**config.mk**
```make
export PLATFORM = sky130hd
export DESIGN_NAME = schedule_executor_flat
export DESIGN_NICKNAME = d
export VERILOG_FILES = /design/src/rtl/sched_pkg.sv /design/src/rtl/schedule_executor_if.sv /design/src/rtl/sched_fifo.sv /design/src/rtl/schedule_executor.sv /design/src/flat_wrapper.sv
export SDC_FILE = /design/constraint.sdc
export NUM_CORES = 1
export LEC_CHECK = 0
export BUFFER_PORTS_ARGS = -buffer_cell sky130_fd_sc_hd__buf_2
export CELL_PAD_IN_SITES_DETAIL_PLACEMENT = 1
export CELL_PAD_IN_SITES_GLOBAL_PLACEMENT = 2
export CORE_ASPECT_RATIO = 0.75
export CORE_MARGIN = 4
export CORE_UTILIZATION = 31
export DETAILED_ROUTE_END_ITERATION = 6
export PLACE_DENSITY_LB_ADDON = 0.1
export SETUP_SLACK_MARGIN = 0.1
export SYNTH_ARGS = -nofsm -noshare
export SYNTH_HDL_FRONTEND = slang
export SYNTH_SLANG_ARGS = --single-unit
```
**constraint.sdc**
```tcl
create_clock -name clk -period 3 [get_ports clk]
set_input_delay 0.75 -clock clk [delete_from_list [all_inputs] [get_ports clk]]
set_output_delay 0.75 -clock clk [all_outputs]
set_load 0.005 [all_outputs]
```
**src/rtl/sched_pkg.sv**
```systemverilog
// Shared types and the fixed schedule table for the schedule executor.
package sched_pkg;
  localparam int SCHED_ID_W = 2;
  localparam int MIN_ID     = 1;
  localparam int MAX_ID     = 3;

  localparam logic [15:0] ID1_BASE = 16'h0000;
  localparam logic [15:0] ID1_LEN  = 16'd4;
  localparam logic        ID1_WE   = 1'b0;
  localparam logic [15:0] ID2_BASE = 16'h0100;
  localparam logic [15:0] ID2_LEN  = 16'd8;
  localparam logic        ID2_WE   = 1'b1;
  localparam logic [15:0] ID3_BASE = 16'h0200;
  localparam logic [15:0] ID3_LEN  = 16'd1;
  localparam logic        ID3_WE   = 1'b0;

  typedef enum logic [1:0] {ST_IDLE, ST_ISSUE, ST_DONE} state_e;

  typedef struct packed {
    logic [15:0] base;
    logic [15:0] len;
    logic        we;
  } sched_ent_t;

  function automatic sched_ent_t sched_lookup(input logic [SCHED_ID_W-1:0] id);
    sched_ent_t e;
    e = '{base: 16'h0, len: 16'd1, we: 1'b0};
    case (id)
      2'd1:    e = '{base: ID1_BASE, len: ID1_LEN, we: ID1_WE};
      2'd2:    e = '{base: ID2_BASE, len: ID2_LEN, we: ID2_WE};
      2'd3:    e = '{base: ID3_BASE, len: ID3_LEN, we: ID3_WE};
      default: e = '{base: 16'h0, len: 16'd1, we: 1'b0};
    endcase
    return e;
  endfunction
endpackage

```
**src/rtl/schedule_executor_if.sv**
```systemverilog
// Single-beat memory request bus driven by the schedule executor.
interface schedule_executor_if #(parameter int ADDR_W = 16) ();
  logic              mem_req;
  logic              mem_we;
  logic [ADDR_W-1:0] mem_addr;
  logic [31:0]       mem_wdata;
  logic              mem_ack;

  modport master (output mem_req, mem_we, mem_addr, mem_wdata, input mem_ack);
  modport slave  (input mem_req, mem_we, mem_addr, mem_wdata, output mem_ack);
endinterface

```
**src/rtl/sched_fifo.sv**
```systemverilog
// Small synchronous FIFO of schedule IDs; head is visible combinationally, no empty bypass.
module sched_fifo
  import sched_pkg::*;
#(
  parameter int DEPTH = 4,
  parameter int AW    = $clog2(DEPTH),
  parameter int CW    = $clog2(DEPTH) + 1
) (
  input  logic                  clk,
  input  logic                  rst,
  input  logic                  i_push,
  input  logic [SCHED_ID_W-1:0] i_din,
  input  logic                  i_pop,
  output logic [SCHED_ID_W-1:0] o_dout,
  output logic                  o_full,
  output logic                  o_empty,
  output logic [CW-1:0]         o_count
);
  logic [SCHED_ID_W-1:0] r_mem [DEPTH];
  logic [AW-1:0]         r_wr, r_rd;
  logic [CW-1:0]         r_count;
  logic                  w_push, w_pop;

  assign o_full  = (r_count == CW'(DEPTH));
  assign o_empty = (r_count == '0);
  assign o_count = r_count;
  assign o_dout  = r_mem[r_rd];
  assign w_push  = i_push && !o_full;
  assign w_pop   = i_pop && !o_empty;

  always_ff @(posedge clk) begin
    if (rst) begin
      r_wr    <= '0;
      r_rd    <= '0;
      r_count <= '0;
    end else begin
      if (w_push) begin
        r_mem[r_wr] <= i_din;
        r_wr        <= r_wr + AW'(1);
      end
      if (w_pop) r_rd <= r_rd + AW'(1);
      case ({w_push, w_pop})
        2'b10:   r_count <= r_count + CW'(1);
        2'b01:   r_count <= r_count - CW'(1);
        default: r_count <= r_count;
      endcase
    end
  end
endmodule

```
**src/rtl/schedule_executor.sv**
```systemverilog
// Queues schedule IDs from the selector and runs each as a burst of single-beat memory requests.
module schedule_executor
  import sched_pkg::*;
#(
  parameter int DEPTH   = 4,
  parameter int ADDR_W  = 16,
  parameter int TIMEOUT = 64
) (
  input  logic                  clk,
  input  logic                  rst,
  input  logic                  tx,
  input  logic [31:0]           scheduleIn,
  schedule_executor_if.master   mem,
  output logic                  busy,
  output logic                  done,
  output logic [SCHED_ID_W-1:0] done_id,
  output logic                  err_id,
  output logic                  err_ovf,
  output logic                  err_timeout
);
  localparam int TMO_W = $clog2(TIMEOUT) + 1;
  localparam int CW    = $clog2(DEPTH) + 1;

  state_e                r_state, w_state_nxt;
  logic [SCHED_ID_W-1:0] r_id, r_done_id, w_head;
  logic [ADDR_W-1:0]     r_addr;
  logic [15:0]           r_beat, r_len;
  logic                  r_we;
  logic [TMO_W-1:0]      r_tmo;
  logic                  r_err_id, r_err_ovf, r_err_tmo;
  logic                  w_legal, w_full, w_empty;
  logic [CW-1:0]         w_count;
  logic                  w_pop, w_load, w_beat_inc, w_tmo_inc, w_finish, w_abort;
  sched_ent_t            w_ent;

  // scheduleIn may be X while tx is low, so tx gates the range check.
  assign w_legal = tx && (scheduleIn >= 32'(MIN_ID)) && (scheduleIn <= 32'(MAX_ID));
  assign w_ent   = sched_lookup(w_head);

  sched_fifo #(.DEPTH(DEPTH)) u_fifo (
    .clk     (clk),
    .rst     (rst),
    .i_push  (w_legal),
    .i_din   (scheduleIn[SCHED_ID_W-1:0]),
    .i_pop   (w_pop),
    .o_dout  (w_head),
    .o_full  (w_full),
    .o_empty (w_empty),
    .o_count (w_count)
  );

  always_ff @(posedge clk) begin
    if (rst) r_state <= ST_IDLE;
    else     r_state <= w_state_nxt;
  end

  always_comb begin
    w_state_nxt = r_state;
    w_pop       = 1'b0;
    w_load      = 1'b0;
    w_beat_inc  = 1'b0;
    w_tmo_inc   = 1'b0;
    w_finish    = 1'b0;
    w_abort     = 1'b0;
    case (r_state)
      ST_IDLE: begin
        if (!w_empty) begin
          w_pop       = 1'b1;
          w_load      = 1'b1;
          w_state_nxt = ST_ISSUE;
        end
      end
      ST_ISSUE: begin
        if (mem.mem_ack) begin
          if (r_beat == r_len - 16'd1) begin
            w_finish    = 1'b1;
            w_state_nxt = ST_DONE;
          end else begin
            w_beat_inc = 1'b1;
          end
        end else if (r_tmo == TMO_W'(TIMEOUT - 1)) begin
          w_abort     = 1'b1;
          w_state_nxt = ST_IDLE;
        end else begin
          w_tmo_inc = 1'b1;
        end
      end
      ST_DONE:  w_state_nxt = ST_IDLE;
      default:  w_state_nxt = ST_IDLE;
    endcase
  end

  always_ff @(posedge clk) begin
    if (rst) begin
      r_id      <= '0;
      r_done_id <= '0;
      r_addr    <= '0;
      r_beat    <= '0;
      r_len     <= '0;
      r_we      <= 1'b0;
      r_tmo     <= '0;
      r_err_id  <= 1'b0;
      r_err_ovf <= 1'b0;
      r_err_tmo <= 1'b0;
    end else begin
      r_err_id  <= tx && !w_legal;
      r_err_ovf <= w_legal && w_full;
      r_err_tmo <= w_abort;
      if (w_load) begin
        r_id   <= w_head;
        r_addr <= ADDR_W'(w_ent.base);
        r_len  <= w_ent.len;
        r_we   <= w_ent.we;
        r_beat <= '0;
        r_tmo  <= '0;
      end
      if (w_beat_inc) begin
        r_beat <= r_beat + 16'd1;
        r_addr <= r_addr + ADDR_W'(1);
        r_tmo  <= '0;
      end
      if (w_tmo_inc) r_tmo <= r_tmo + TMO_W'(1);
      if (w_finish || w_abort) r_done_id <= r_id;
    end
  end

  assign mem.mem_req   = (r_state == ST_ISSUE);
  assign mem.mem_we    = r_we;
  assign mem.mem_addr  = r_addr;
  assign mem.mem_wdata = {14'd0, r_id, r_beat};
  assign busy          = (r_state != ST_IDLE) || (w_count != '0);
  assign done          = (r_state == ST_DONE);
  assign done_id       = r_done_id;
  assign err_id        = r_err_id;
  assign err_ovf       = r_err_ovf;
  assign err_timeout   = r_err_tmo;
endmodule

```
**src/flat_wrapper.sv**
```systemverilog
// flat-port wrapper written by rule: the top's interface ports become plain ports
module schedule_executor_flat import sched_pkg::*;
#(
  parameter int DEPTH   = 4,
  parameter int ADDR_W  = 16,
  parameter int TIMEOUT = 64
)
  (clk, rst, tx, scheduleIn, busy, done, done_id, err_id, err_ovf, err_timeout, mem_mem_req, mem_mem_we, mem_mem_addr, mem_mem_wdata, mem_mem_ack);
  schedule_executor_if #(.ADDR_W(ADDR_W)) mem_i ();
  input  logic clk;
  input  logic rst;
  input  logic tx;
  input  logic [31:0] scheduleIn;
  output logic busy;
  output logic done;
  output logic [SCHED_ID_W-1:0] done_id;
  output logic err_id;
  output logic err_ovf;
  output logic err_timeout;
  output wire logic [$bits(mem_i.mem_req)-1:0] mem_mem_req;
  output wire logic [$bits(mem_i.mem_we)-1:0] mem_mem_we;
  output wire logic [$bits(mem_i.mem_addr)-1:0] mem_mem_addr;
  output wire logic [$bits(mem_i.mem_wdata)-1:0] mem_mem_wdata;
  input wire logic [$bits(mem_i.mem_ack)-1:0] mem_mem_ack;
  assign mem_mem_req = mem_i.mem_req;
  assign mem_mem_we = mem_i.mem_we;
  assign mem_mem_addr = mem_i.mem_addr;
  assign mem_mem_wdata = mem_i.mem_wdata;
  assign mem_i.mem_ack = mem_mem_ack;
  schedule_executor #(.DEPTH(DEPTH), .ADDR_W(ADDR_W), .TIMEOUT(TIMEOUT)) u_core (.clk(clk), .rst(rst), .tx(tx), .scheduleIn(scheduleIn), .mem(mem_i), .busy(busy), .done(done), .done_id(done_id), .err_id(err_id), .err_ovf(err_ovf), .err_timeout(err_timeout));
endmodule
```
==> flow_summary.ini <==
[floorplan]
die_h_um = 100
core_area_um2 = 11000
fp.dieW_um = 131
rows = 33
start_util_pct = 32.1
io_pins = 93
die-area_um2 = 13200

[clock_network]
clkLatencyLatePin_ns = 0.34
cts_sinks = 68
tritoncts = yes
post_cts_resized = 0
root_buffer = clkbuf_16
path_clk_slew_ns = 0.06
cts_buffer_depth = 2
holdBufCountCts = 0
numCtsBuffers = 9
htreeDepth = 3
postCtsSetupBuffers = 0

[synth]
async_reset_ff_share_pct = 0
ys_ff_latch = 68
syn_area_per_cell_um2 = 8.54
ys_types = 54
yosys_warnings = 0
synth_area_leaders = dfxtp_1 34%, edfxtp_1 6.8%, ha_1 4.6%
synth_ff_type = dfxtp_1
yosysTopAreaCellShare_pct = 34.0
syn-cell-area_um2 = 3530
synth_cells = 414
yosysTopAreaCell = dfxtp_1
synth-edff-count = 8
yosysSeqAreaShare_pct = 40.8

[hold_path]
hold_start = u_core.r_tmo[6]
hold_path_class = reg2reg

[cells_and_area]
area_growth_pct = 25.1
final_common_cell = buf_2
post-route-util_pct = 40.1
antennaDiodeCount = 0
final_cell_mix = 78 x buf_2, 60 x dfxtp_1, 43 x nor2_1, 43 x nand2_1
layout-drive-gt1-share_pct = 25.5
fin_nets = 551
fin_area_um2 = 4420

[pwr]
ir_drop_mv = 0.290
clock_power_share_pct = 56.0
internal_power_uw = 1760
power_leakage_uw = 0.00177
p_sw_share_pct = 20.7
comb_power_share_pct = 2.6
power_density_nw_per_um2 = 502
p_switching_uw = 461
pwr-share-seq_pct = 41.4

[placed_design]
portBuffers = 78
dp_hpwl_um = 8240
place.gp.congestion = 0.761
dpl_cell_area_um2 = 4070
place_ws_ns = 0.180

[drt]
ant_nets = 0
initialDrtViolationCount = 126
routedWlPerCell_um = 17.0
vias_per_cell = 5.05
drc = 0
dr_total_vias = 3264
dr.pass1.iters = 5
finalWirelength_um = 11000

[worst_setup_path]
crit_fanout = 14
cp-startpoint = u_core.r_len[0]
worstPathArrival_ns = 2.78
required_ns = 3.27
r2r-start = u_core.r_len[0]
worst-r2r-setup-slack_ns = 0.50
end_kind = flop
start_kind = flop
critPathKind = reg2reg

[timing]
final.period_utilization_pct = 83.5
finalHoldViolCount = 0
min_period_ns = 2.50
max_freq_mhz = 399
worst_clock_skew_ns = 0.00820
rsz0062_at_grt = no
worst_pin_slew_ns = 0.805
setup_viol = 0
slew_viol_final = 0
relSlewSlack_pct = 45.8
layout_setup_ws_ns = 0.496
setup_tns_ns = 0

[global_routing]
grt_max_degree = 35
antenna_found_initial = 0
grt_pass1_wl_um = 17900
grt_overflow_total = 0
grtUsageTotal_pct = 17.2
first_global_vias = 3361

[flow_run]
cap_violations = 0

[run_status]
outcome = finished clean
==> cells by family (layout without fill, tap and decap cells) <==
logic type      after synthesis  after routing  synth area share [%]
simple gates                189            189                  27.5
other cells                   1             14                 0.106
compound gates               65             65                  11.5
xor+xnor                     18             18                  4.46
mux                           8              8                  3.04
fa+ha+maj                    14             14                  5.17
buf+inv                      51            130                  7.43
flops                        68             68                  40.8
==> power groups by stage <==
stage	logic, uW	clock network, uW	registers [uW]
3_5_place_dp	57.3	0	940
3_3_place_gp	56.7	0	940
5_1_grt	64.4	1320	920
6_report	56.8	1240	920
2_1_floorplan	34.0	0	941
4_1_cts	57.2	1280	920
==> flip-flops by register name, summed over array words and instances (netlist names), named ones only <==
name / cells
u_core.u_fifo.r_mem: 8
u_core.err_id: 1
u_core.r_id: 2
u_core.mem.mem_we: 1
u_core.err_timeout: 1
u_core.r_len: 2
u_core.r_state: 2
u_core.u_fifo.r_rd: 2
u_core.u_fifo.o_count: 3
u_core.r_beat: 16
u_core.mem.mem_addr: 16
u_core.u_fifo.r_wr: 2
u_core.r_tmo: 7
u_core.done_id: 2
u_core.err_ovf: 1
==> stage by stage <==
stage / power [uW] / std cells / hold slack (ns)
floorplan: 975 / 427 / 0.423
global placement: 997 / 630 / 0.436
detailed placement: 998 / 630 / 0.449
CTS: 2250 / 646 / 0.460
global route: 2300 / 646 / 0.475
finish: 2220 / 646 / 0.452
==> Yosys cell counts, drive strengths merged, types with 3 or more instances <==
master / number
nand4: 10
dfxtp: 60
nor3: 19
xor2: 5
nor2b: 3
nand3: 21
edfxtp: 8
or4: 4
a31oi: 5
xnor2: 13
a32o: 3
and3: 6
nor2: 44
mux2i: 4
buf: 21
a21oi: 20
a31o: 3
or3: 4
nor4: 15
ha: 13
and4: 3
and2: 7
nand2: 43
nand2b: 4
inv: 22
clkbuf: 8
o21ai: 23
==> routing by layer <==
metal | part of all wire (%) | GRT usage (%) | vias to the layer above
li1 | - | - | 1608
met1 | 49 | 23.3 | 1579
met2 | 45 | 27.6 | 71
met3 | 5.0 | 5.34 | 6
met4 | 0.68 | 2.91 | 0
met5 | 0 | 0 | -
==> critical path, stage by stage, from the launching register on <==
cell	delay, ns
dfxtp_1	0.39
inv_1	0.06
ha_1	0.19
ha_1	0.19
or4_1	0.39
nand2_1	0.11
o2111a_2	0.47
o21ai_2	0.22
mux2_2	0.32
nor2_1	0.08
==> final timing paths <==
check / cells past startpoint / endpoint
setup / recovery: 9 / u_core.mem.mem_addr[0]
hold / removal: 2 / u_core.r_tmo[6]
setup reg to reg: 9 / u_core.mem.mem_addr[0]
hold reg to reg: 2 / u_core.r_tmo[6]
==> layout make-up <==
cell class | instances | area, um2
clock buffers | 9 | 225
clock inverters | 7 | 124
fillers | 1337 | 6600
inverters | 22 | 82.6
multi-input cells | 308 | 1880
flip-flops and latches | 68 | 1440
well taps | 140 | 175
repair buffers | 92 | 495
No activity file was read; power rests on OpenSTA's default activity.
